<file path="src/rtl/spike_rate_decoder.sv">
// Rate-coded spike decoder: counts spikes per neuron over a window of timesteps,
// then scans the counters to report the most active neuron (argmax) and whether it tied.
module spike_rate_decoder #(
  parameter int NUM_NEURONS = 10,
  parameter int COUNT_W     = 8,
  localparam int CLS_W      = (NUM_NEURONS > 1) ? $clog2(NUM_NEURONS) : 1
) (
  input  logic                   clk,
  input  logic                   resetn,
  input  logic                   start,
  input  logic [15:0]            window_len,
  input  logic                   step_en,
  input  logic [NUM_NEURONS-1:0] spikes_in,
  output logic                   busy,
  output logic                   result_valid,
  input  logic                   result_ready,
  output logic [CLS_W-1:0]       class_out,
  output logic [COUNT_W-1:0]     max_count,
  output logic                   tie,
  output logic [1:0]             dbg_state
);

  // Result handshake: result_valid rises on entry to DONE and stays high, with
  // class_out/max_count/tie stable, until a cycle where result_valid and
  // result_ready are both high; that cycle is the transfer.

  typedef enum logic [1:0] {
    IDLE  = 2'd0,
    ACCUM = 2'd1,
    SCAN  = 2'd2,
    DONE  = 2'd3
  } state_t;

  localparam logic [COUNT_W-1:0] CNT_MAX  = '1;
  localparam logic [CLS_W-1:0]   LAST_IDX = CLS_W'(NUM_NEURONS - 1);

  state_t             state, state_nxt;
  logic [COUNT_W-1:0] cnt [NUM_NEURONS];
  logic [15:0]        step_cnt;
  logic [15:0]        win_len;
  logic [CLS_W-1:0]   scan_idx;
  logic [COUNT_W-1:0] scan_val;
  logic               last_step;

  assign last_step = (step_cnt == (win_len - 16'd1));
  assign scan_val  = cnt[scan_idx];

  always_ff @(posedge clk or negedge resetn) begin
    if (!resetn) begin
      state <= IDLE;
    end else begin
      state <= state_nxt;
    end
  end

  always_comb begin
    state_nxt = state;
    case (state)
      IDLE: begin
        if (start) begin
          state_nxt = (window_len == 16'd0) ? SCAN : ACCUM;
        end
      end
      ACCUM: begin
        if (step_en && last_step) begin
          state_nxt = SCAN;
        end
      end
      SCAN: begin
        if (scan_idx == LAST_IDX) begin
          state_nxt = DONE;
        end
      end
      DONE: begin
        if (result_ready) begin
          state_nxt = IDLE;
        end
      end
      default: state_nxt = IDLE;
    endcase
  end

  always_ff @(posedge clk or negedge resetn) begin
    if (!resetn) begin
      for (int i = 0; i < NUM_NEURONS; i++) begin
        cnt[i] <= '0;
      end
      step_cnt  <= '0;
      win_len   <= '0;
      scan_idx  <= '0;
      class_out <= '0;
      max_count <= '0;
      tie       <= 1'b0;
    end else begin
      case (state)
        IDLE: begin
          if (start) begin
            for (int i = 0; i < NUM_NEURONS; i++) begin
              cnt[i] <= '0;
            end
            step_cnt <= '0;
            win_len  <= window_len;
            scan_idx <= '0;
          end
        end
        ACCUM: begin
          if (step_en) begin
            for (int i = 0; i < NUM_NEURONS; i++) begin
              if (spikes_in[i] && (cnt[i] != CNT_MAX)) begin
                cnt[i] <= cnt[i] + COUNT_W'(1);
              end
            end
            step_cnt <= step_cnt + 16'd1;
          end
        end
        SCAN: begin
          // Strict greater-than keeps the lowest index among equal counts.
          if (scan_idx == '0) begin
            class_out <= '0;
            max_count <= scan_val;
            tie       <= 1'b0;
          end else if (scan_val > max_count) begin
            class_out <= scan_idx;
            max_count <= scan_val;
            tie       <= 1'b0;
          end else if (scan_val == max_count) begin
            tie <= 1'b1;
          end
          scan_idx <= scan_idx + CLS_W'(1);
        end
        default: begin
        end
      endcase
    end
  end

  assign busy         = (state == ACCUM) || (state == SCAN);
  assign result_valid = (state == DONE);
  assign dbg_state    = state;

endmodule
</file>
<file path="config.mk">
export PLATFORM = sky130hd
export DESIGN_NAME = spike_rate_decoder
export DESIGN_NICKNAME = d
export VERILOG_FILES = /design/src/rtl/spike_rate_decoder.sv
export SDC_FILE = /design/constraint.sdc
export NUM_CORES = 1
export LEC_CHECK = 0
export BUFFER_PORTS_ARGS = -buffer_cell sky130_fd_sc_hd__buf_2
export CAP_MARGIN = 20
export CORE_MARGIN = 4
export CORE_UTILIZATION = 30
export CTS_CLUSTER_DIAMETER = 200
export DETAILED_ROUTE_END_ITERATION = 6
export GPL_ROUTABILITY_DRIVEN = 0
export GPL_TIMING_DRIVEN = 1
export SETUP_SLACK_MARGIN = 0.5
export SYNTH_ARGS = -nofsm -noshare
export SYNTH_HDL_FRONTEND = slang
export SYNTH_SLANG_ARGS = --single-unit
</file>
<file path="constraint.sdc">
create_clock -name clk -period 8.99 [get_ports clk]
set_input_delay 0.899 -clock clk [delete_from_list [all_inputs] [get_ports clk]]
set_output_delay 0.899 -clock clk [all_outputs]
set_load 0.02 [all_outputs]
</file>
==> impl_metrics.tcl <==
set metrics [dict create \
    outcome "completed" \
    cts_setup_buffers 0 \
    cts_buffers 17 \
    grt_pass1_wl_um 31000 \
    crit_type "reg2reg" \
    syn_area_um2 7770 \
    period_share_pct 44.3 \
    hold_viol_final 0 \
    synthTopCellsByCount "131 x dfrtp_1, 90 x nor2_1, 60 x nand2_1, 60 x xor2_1, 43 x a21oi_1" \
    cp-end-kind "flip-flop" \
    start_util_pct 30.7 \
    htree_levels 4 \
    grt_antenna_before_repair 0 \
    grt_max_degree 87 \
    viasPerCell 5.13 \
    drive_gt1_share_pct 16.5 \
    grt_pass1_vias 5663 \
    drc 0 \
    grt_overflow 0 \
    synth_top_area_share_pct 42.2 \
    core_area_um2 25300 \
    vias 6004 \
    synth_edf_count 0 \
    synth_most_common_cell "dfrtp_1" \
    clock_sinks 131 \
    die_x_um 169 \
    max_freq_mhz 251 \
    syn_area_per_cell_um2 9.85 \
    clock-skew-final_ns 0.0138 \
    min_period_ns 3.98 \
    antennaDiodeCount 0 \
    p_leak_nw 4.02 \
    slew_viol_final 0 \
    ctsRootBufferMaster "clkbuf_16" \
    first_pass_iters 5 \
    yosys.area.top_type "dfrtp_1" \
    cts_resized 0 \
    path_cells "buf_4, mux4_2, a21oi_1, a21oi_1, ha_1, nand3_1, o221a_2, o21ai_0, nand2_1, nand3_1, and3_1, mux2_2" \
    portBuffers 47 \
    cts_tree "built" \
    die_area_um2 28500 \
    crit_required_ns 9.30 \
    yosysWarnings 0 \
    start_kind "flip-flop" \
    netlist_instances 789 \
    clock_latency_ns 0.43 \
    clockBufferDepth 2 \
    synth_nets 848 \
    worst_slew_pin_slew_ns 0.879 \
    final_cells 1171 \
    clk_pin_slew_ns 0.06 \
    ys_seq_area_share_pct 42.2 \
    routed_wl_um 19300 \
    async_flop_share_pct 100 \
    yosys.cell_types.count 62 \
    row_count 58 \
    fillCellCount 2524 \
    crit_arrival_ns 4.29 \
    fin_tns_setup_ns 0 \
    setup_violations 0 \
    synth_flop_cell "dfrtp_1" \
    power.density_nw_per_um2 272 \
    rsz0062_at_grt "false" \
    die_height_um 169 \
    final_antenna_net_count 0 \
    first_iter_violations 435 \
    pin_count 48 \
    synth_top_cells_by_area "dfrtp_1 42%, xor2_1 6.8%, mux4_2 4.6%" \
    cp_slowest_cell "dfrtp_1" \
    hold_class "in2async" \
    layout.nets 887 \
    avgRoutedWirePerCell_um 16.5 \
    maxCapViolCount 0 \
    relSlewSlack_pct 41.0 \
    peakVddDrop_mv 0.179 \
    syn2layout_area_growth_pct 15.1 \
    dpl.hpwl_um 13700 \
    gr-usage-all-layers_pct 13.7 \
    crit_buf_inv 1 \
    cpLargestDelayFamily "multiplexers" \
    post-place-cells 1139 \
    holdBufCountCts 0 \
    slowest_delay_ns 0.60 \
    ys_seq_elements 131 \
    cp_max_fo 21 \
]
-- through the flow --
stage                     util, %  hold WS [ns]  area (um^2)  total power, mW  setup WS, ns
after CTS                    35.3         0.524         8940             2.45          4.99
after detailed placement     32.9         0.516         8340             1.72          5.05
after global routing         35.3         0.546         8940             2.58          4.78
after floorplan                 -         0.486         7770             1.48          5.42
after global placement       32.9         0.501         8340             1.70          5.07
final                        35.3         0.510         8940             2.43          5.01
-- flip-flops by register name (all words and copies together), names as in the netlist --
| name | flops |
|---|---|
| class_out | 4 |
| cnt | 80 |
| dbg_state | 2 |
| max_count | 8 |
| scan_idx | 4 |
| step_cnt | 16 |
| tie | 1 |
| win_len | 16 |
-- placed cells by master (no fill, tap or decap), types with 5 or more instances in the layout --
cell type / count
buf_4: 5
xor2_1: 60
nor2_1: 89
nor3_1: 8
mux4_2: 16
mux2_2: 28
or3_1: 11
nand3b_1: 8
a22o_1: 5
ha_1: 28
nor2b_1: 13
nand2_1: 60
and3_1: 20
and2_1: 6
inv_1: 27
xnor2_1: 28
clkbuf_16: 17
dfrtp_1: 131
o211a_1: 7
o21ai_0: 31
nand4_1: 27
nand3_1: 42
mux2i_1: 15
buf_2: 46
a21oi_1: 43
-- final timing paths --
kind / to / from / slack (ns) / cells past startpoint
max: max_count[1] / scan_idx[0] / 5.01 / 12
min: step_cnt[15] / resetn / 0.51 / 1
max reg2reg: max_count[1] / scan_idx[0] / 5.01 / 12
min reg2reg: class_out[1] / class_out[1] / 0.52 / 2
max in group asynchronous: cnt[49] / resetn / 7.38 / 2
min in group clk: class_out[1] / class_out[1] / 0.52 / 2
-- worst reg2reg max path, stage by stage, from the launching register on --
cell	delay [ns]
dfrtp_1	0.60
buf_4	0.40
mux4_2	0.57
a21oi_1	0.18
a21oi_1	0.09
ha_1	0.32
nand3_1	0.12
o221a_2	0.28
o21ai_0	0.22
nand2_1	0.09
nand3_1	0.10
and3_1	0.50
mux2_2	0.39
-- layout make-up --
type | instances | area [um^2] | area share [%]
multi-input cells | 597 | 4260 | 47.6
clock inverters | 12 | 158 | 1.76
clock buffers | 20 | 447 | 4.99
inverters | 29 | 110 | 1.23
well taps | 330 | 413 | 4.62
repair buffers | 52 | 279 | 3.12
flip-flops and latches | 131 | 3280 | 36.6
-- cells by family (layout without fill, tap and decap cells) --
kind of cell	count (synthesis)	after routing	share of synthesized area, %
multiplexers	59	59	10.6
XOR/XNOR	88	88	9.92
adder cells (fa/ha/maj)	28	28	4.51
flip-flops	131	131	42.2
buffers and inverters	61	113	3.09
AND/OR/NAND/NOR	307	307	20.0
AO/OA/AOI/OAI	115	115	9.68
-- layer usage --
layer | wire (um) | vias up | global-route usage, %
met3 | 810 | 30 | 3.27
met4 | 414 | 0 | 4.59
met2 | 8930 | 107 | 21.4
met1 | 9130 | 2985 | 18.9
li1 | - | 2882 | -
met5 | 0 | - | 0
-- report_power, final --
part | internal [mW] | switching [mW]
registers | 0.694 | 0.163
clock network | 0.444 | 0.276
logic | 0.357 | 0.495
total | 1.49 | 0.934
Power figures use the tool's default switching activity.
